--- src/rtl/button_pkg.sv ---
// Shared enums for the button path: debouncer button state and click-decoder FSM state.
package button_pkg;

  typedef enum logic [1:0] {
    BtnReleased,
    BtnPressPending,
    BtnPressed,
    BtnReleasePending
  } t_buttonstate;

  typedef enum logic {
    Idle,
    Collect
  } t_clickstate;

endpackage

--- src/rtl/button_click_decoder.sv ---
// Groups debounced click pulses that arrive within a rolling window and emits
// one single/double/multi event per sequence.
module button_click_decoder
  import button_pkg::*;
#(
  parameter int unsigned WINDOW_TICKS = 1000,
  parameter int unsigned WINDOW_BITS  = $clog2(WINDOW_TICKS) + 1,
  parameter int unsigned MAX_CLICKS   = 3,
  parameter int unsigned COUNT_BITS   = $clog2(MAX_CLICKS + 1)
) (
  input  logic                  in_clk,
  input  logic                  in_rst,
  input  logic                  in_pulse,
  output logic                  out_valid,
  output logic [COUNT_BITS-1:0] out_count,
  output logic                  out_single,
  output logic                  out_double,
  output logic                  out_multi,
  output logic                  out_busy
);

  localparam logic [WINDOW_BITS-1:0] TimerLast = WINDOW_BITS'(WINDOW_TICKS - 1);
  localparam logic [COUNT_BITS-1:0]  CountMax  = COUNT_BITS'(MAX_CLICKS);

  t_clickstate             state, state_d;
  logic [WINDOW_BITS-1:0]  timer, timer_d;
  logic [COUNT_BITS-1:0]   count, count_d, count_inc, emit_count;
  logic                    emit;

  assign count_inc = count + 1'b1;
  assign out_busy  = (state == Collect);

  // A pulse in the timeout cycle is checked first, so it extends the sequence.
  always_comb begin
    state_d    = state;
    timer_d    = timer;
    count_d    = count;
    emit       = 1'b0;
    emit_count = count;
    case (state)
      Idle: begin
        if (in_pulse) begin
          count_d = COUNT_BITS'(1);
          timer_d = '0;
          state_d = Collect;
        end
      end
      Collect: begin
        if (in_pulse) begin
          if (count_inc == CountMax) begin
            emit       = 1'b1;
            emit_count = count_inc;
            state_d    = Idle;
            count_d    = '0;
            timer_d    = '0;
          end else begin
            count_d = count_inc;
            timer_d = '0;
          end
        end else if (timer == TimerLast) begin
          emit       = 1'b1;
          emit_count = count;
          state_d    = Idle;
          count_d    = '0;
          timer_d    = '0;
        end else begin
          timer_d = timer + 1'b1;
        end
      end
      default: state_d = Idle;
    endcase
  end

  always_ff @(posedge in_clk or posedge in_rst) begin
    if (in_rst) begin
      state      <= Idle;
      timer      <= '0;
      count      <= '0;
      out_valid  <= 1'b0;
      out_count  <= '0;
      out_single <= 1'b0;
      out_double <= 1'b0;
      out_multi  <= 1'b0;
    end else begin
      state      <= state_d;
      timer      <= timer_d;
      count      <= count_d;
      out_valid  <= emit;
      out_single <= emit && (emit_count == COUNT_BITS'(1));
      out_double <= emit && (emit_count == COUNT_BITS'(2));
      out_multi  <= emit && (32'(emit_count) >= 32'd3);
      if (emit) out_count <= emit_count;
    end
  end

endmodule

--- config.mk ---
export PLATFORM = sky130hd
export DESIGN_NAME = button_click_decoder
export DESIGN_NICKNAME = d
export VERILOG_FILES = /design/src/rtl/button_pkg.sv /design/src/rtl/button_click_decoder.sv
export SDC_FILE = /design/constraint.sdc
export NUM_CORES = 1
export LEC_CHECK = 0
export CAP_MARGIN = 20
export CORE_MARGIN = 4
export CORE_UTILIZATION = 30
export DETAILED_ROUTE_END_ITERATION = 16
export GPL_TIMING_DRIVEN = 0
export PLACE_DENSITY = 0.56
export SLEW_MARGIN = 30
export SYNTH_ARGS = -nofsm -noshare
export SYNTH_HDL_FRONTEND = slang
export SYNTH_SLANG_ARGS = --single-unit
--- constraint.sdc ---
create_clock -name in_clk -period 3.63 [get_ports in_clk]
set_input_delay 0.363 -clock in_clk [delete_from_list [all_inputs] [get_ports in_clk]]
set_output_delay 0.363 -clock in_clk [all_outputs]
set_load 0.05 [all_outputs]
* Word level (Yosys, flattened, before mapping)
Index checks and enable logic that the tools add are counted.
** Storage, ports and cells
- ROM bits :: 0
- Memories kept :: 0
- Latch bits :: 0
- Memory bits (writable) :: 0
- Register bits :: 20
** Cells by class
- Reduce and logical (&&, ||, !) cells :: 4
- Equality and inequality tests :: 6
- Div/mod/pow operators :: 0
- $add $sub $neg :: 2
- $mul :: 0
- Shift-type cells :: 0
- $lt $le $gt $ge :: 1
- Multiplexer cells :: 21
- Bitwise operators :: 1
** Operators by type and width (count)
- 2-to-1 mux 11 bit :: 3
- one-hot mux 11 bit (2 select lines) :: 1
- 2-to-1 mux 2 bit :: 7
- adder 11 x 1 -> 11 bit (second input constant) :: 1
- == test 11 x 10 -> 1 bit (second input constant) :: 1
- 2-to-1 mux 1 bit :: 8
- == test 2 bit (second input constant) :: 2
- one-hot mux 2 bit (2 select lines) :: 1
- logical AND 1 bit :: 3
- != test 3 x 2 -> 1 bit (second input constant) :: 1
- adder 2 x 1 -> 2 bit (second input constant) :: 1
- == test 2 x 1 -> 1 bit (second input constant) :: 1
- greater-or-equal comparator 2 bit (second input constant) :: 1
- != test 2 bit (second input constant) :: 1
- one-hot mux 1 bit (2 select lines) :: 1
- AND reduction 2 bit :: 1
- NOT 1 bit :: 1

* Depth between registers and ports, before layout
- Depth after elaboration :: 7
- Gate-level depth with buffers :: 7

* Worst setup path after synthesis
Ideal clock, no wire load.
- Path kind :: register to register
- From :: register state (netlist: out_busy)
- To :: register out_count[0]
- Required time :: 3505 ps
- Path slack :: 1899 ps
- Clock period less this slack :: 1731 ps
- Buffers on the path :: 1
- Stages on the path, launching flop included :: 7
- Data arrival time :: 1606 ps
- Path through :: dfrtp_1 > buf_2 > nand3_1 > clkinv_1 > a41oi_2 > inv_2 > mux2_4
** Between the ends
- Word-level cells in the longest chain between the ends :: 1
** RTL lines
- start: declaration :: RTL line button_click_decoder.sv:25 : t_clickstate state, state_d;
- start signal: assignment :: RTL line button_click_decoder.sv:76 : state <= Idle;
- start signal: assignment :: RTL line button_click_decoder.sv:85 : state <= state_d;
- 2-to-1 mux 1 bit :: RTL line button_click_decoder.sv:40 : case (state)
- net emit :: RTL line button_click_decoder.sv:28 : logic emit;
- end signal: assignment :: RTL line button_click_decoder.sv:92 : if (emit) out_count <= emit_count;
- end: declaration :: RTL line button_click_decoder.sv:15 : output logic [COUNT_BITS-1:0] out_count,
The timed path passes the listed nets, and every way through them passes these cells.
A chain may end at the register's enable or synchronous reset.

* Worst setup path after layout
- From :: register state (netlist: out_busy)
- To :: output port out_busy
** RTL lines
- end: declaration :: RTL line button_click_decoder.sv:19 : output logic out_busy
No word-level cell between the ends.

==> flow_summary_export.csv <==
group,metric,value,unit
outcome,status,"completed",
sta,max_freq,538,MHz
detailed_routing,finalWirelength,2.05,mm
setup_path,critical_path_class,"flip-flop to output port",
sta,final.setup_skew,6.81,ps
sta,worstMarginPinSlew,773,ps
setup_path,r2r_end,"out_count[0]",
sta,setup-violations-final,0,
synthesis,ys_types,38,
synthesis,yosys-top-cells-area,"dfrtp_1 (47%), ha_1 (4.7%), mux2i_1 (2.8%)",
global_routing,busiest_layer,"met2",
sta,slew_headroom,48.4,%
setup_path,cp_max_fo,3,
synthesis,synth_commonest_cells,"dfrtp_1 (20), inv_1 (8), nor2_1 (8)",
sta,fin_crit,1860,ps
synthesis,syn-num-nets,109,
synthesis,yosysTopAreaCell,"dfrtp_1",
cells_and_area,diodes,0,
global_routing,use_met1,14.4,%
setup_path,critPathCaptureType,"output port",
cts,postCtsSetupBuffers,0,
cts,clkTransAtPathRegs,110,ps
setup_path,cpLargestDelayFamily,"buffers and inverters",
floorplanning,ios,10,
hold_path,holdCritStartpoint,"in_pulse",
setup_path,r2r_slack,1880,ps
cells_and_area,area_growth_syn_to_layout,16.4,%
synthesis,synth_seq_area_share,47.1,%
setup_path,worstPathRequired,3270,ps
synthesis,ys_warn_count,0,
sta,grt_setup_unrepaired,"false",
detailed_routing,via_per_inst,4.80,
cts,cts_root_buf,"clkbuf_4",
power,power.total,0.710,mW
hold_path,min_path_cells,2,
synthesis,synth.avg_cell_area,10.4,sq um
synthesis,synth_top_area_share,47.1,%
global_routing,grt_pass1_wl,3.57,mm
cts,cts_buffers,3,
detailed_routing,drt_iter0_drc,58,
cts,clk_path_buf_depth,2,
global_routing,grt_pass1_vias,788,
synthesis,postSynthCellCount,102,
cts,clkLatencyLatePin,310,ps
synthesis,ys_seq_elements,20,
cells_and_area,layout-drive-gt1-share,13.2,%
setup_path,r2r_start,"timer[0]",
cts,cts_htree_levels,1,
setup_path,cp_data_arrival_time,1500,ps
floorplanning,rows,21,
detailed_routing,ant_nets,0,
sta,slew_viol_final,0,
global_routing,grtUsageTotal,10.5,%
hold_path,worst_hold_path.endpoint,"timer[10]",
cts,cts_resized,0,
setup_path,cp-start-kind,"flip-flop",
cells_and_area,fill_cells,339,
global_routing,grt_max_degree,21,
cells_and_area,instances_no_fill,160,
power,ir_drop,206,uV
synthesis,synth_edf_count,0,
synthesis,syn-cell-area,0.00106,sq mm
detailed_routing,vias,768,
global_routing,grt_use_met2,15.4,%
setup_path,slowest_stage,"clkdlybuf4s50_1",
global_routing,grt-ovfl-total,0,
synthesis,synthArstFlopShare,100,%
global_routing,met3_usage,3.00,%
floorplanning,die_x,67.5,um
sta,setup_tns,0,ps
setup_path,worstSetupPathDepth,1,
setup_path,crit_chain,"clkdlybuf4s50_1",
floorplanning,initial_core_util,31.3,%
cts,postCtsHoldBufs,0,
flow_run,maxCapViolCount,0,
sta,hold_violations,0,
synthesis,synth_most_common_cell,"dfrtp_1",
place,post-place-cells,156,
cells_and_area,finish.net_count,122,
place,dpl_cell_area,0.00120,sq mm
detailed_routing,route.detailed.drc,0,
hold_path,hold_path_class,"input pin to flip-flop",
floorplanning,die_h,67.5,um
floorplanning,design.core.area,0.00339,sq mm
place,place_hpwl,1.51,mm
power,powerDensity,574,mW/mm^2
detailed_routing,firstDrtPassIters,4,
place,dp_slack,1900,ps
global_routing,antenna_found_initial,0,
cells_and_area,final_cell_area,0.00124,sq mm
setup_path,path_buf_inv,1,
sta,post-route-period-util,51.2,%
detailed_routing,routedWlPerCell,12.8,um
sta,fin_ws,1770,ps
place,io_buffers,8,
setup_path,rr_worst_depth,6,
setup_path,critPathMaxStageDelay,810,ps
cts,clock-sinks,20,
cts,cts_tree,"yes",
synthesis,synth-main-ff-cell,"dfrtp_1",
place,gp_congestion,0.807,
power,leakage,0.554,nW
floorplanning,die_area,0.00456,sq mm
through the flow:
step | util, % | hold slack, ps
final | 36.5 | 339
after global routing | 36.5 | 344
after CTS | 36.5 | 331
after detailed placement | 35.4 | 500
after global placement | 35.4 | 496
after floorplan | - | 327
power breakdown:
part / total (mW) / switching (mW) / internal, mW
Combinational: 0.287 / 0.181 / 0.107
Sequential: 0.292 / 0.0295 / 0.263
Clock: 0.130 / 0.0690 / 0.0613
how the worst max path moves through the flow:
stage / from / end / slack (ps)
6_report: out_busy / out_busy / 1770
5_1_grt: out_busy / out_busy / 1710
4_1_cts: out_busy / out_busy / 1740
3_5_place_dp: timer[0] / out_count[0] / 1900
3_3_place_gp: timer[0] / out_count[0] / 1940
2_1_floorplan: out_busy / out_count[0] / 1900
per-layer routing:
metal	vias to the layer above	share of wire, %
met1	373	51
met3	4	2.5
met2	7	44
met4	0	1.9
met5	-	0
li1	384	-
cell families after synthesis:
kind of cell	Yosys count	share of synthesized area, %
AOI/OAI and AO/OA	19	15.0
xor gates and xnor gates	3	2.47
adders and majority gates	4	4.71
buffers and inverters	14	5.65
DFF	20	47.1
muxes	5	5.30
and+or+nand+nor	37	19.8
cells in the final DEF (no fill, tap or decap), types with 2 or more instances in the layout:
cell type / Yosys / layout
a21o_1: 2 / 2
inv_1: 8 / 8
and3_1: 2 / 2
nand4_1: 4 / 4
nand3_1: 5 / 5
or3_1: 3 / 3
ha_1: 4 / 4
o21ai_1: 2 / 2
dfrtp_1: 20 / 20
nand2_1: 6 / 6
a22o_1: 3 / 3
clkdlybuf4s50_1: 0 / 8
xnor2_1: 2 / 2
buf_2: 3 / 3
a21oi_1: 4 / 4
clkbuf_4: 0 / 3
nor2_1: 8 / 8
mux2i_1: 3 / 3
and2_1: 2 / 2
state kept, by name, summed over array words and instances, names as in the netlist:
signal and count:
out_double 1, timer 11, out_single 1, out_busy 1, out_valid 1, out_multi 1
out_count 2, count 2
final cells by class:
| type | instances | area (sq um) | share of cell area (%) |
|---|---|---|---|
| multi-input cells | 68 | 502 | 40.6 |
| clock buffers | 4 | 36.3 | 2.94 |
| plain buffers | 4 | 22.5 | 1.82 |
| inverters | 10 | 37.5 | 3.04 |
| well taps | 46 | 57.6 | 4.66 |
| flip-flops and latches | 20 | 500 | 40.5 |
| repair buffers | 8 | 80.1 | 6.48 |
Power figures use the tool's default switching activity.
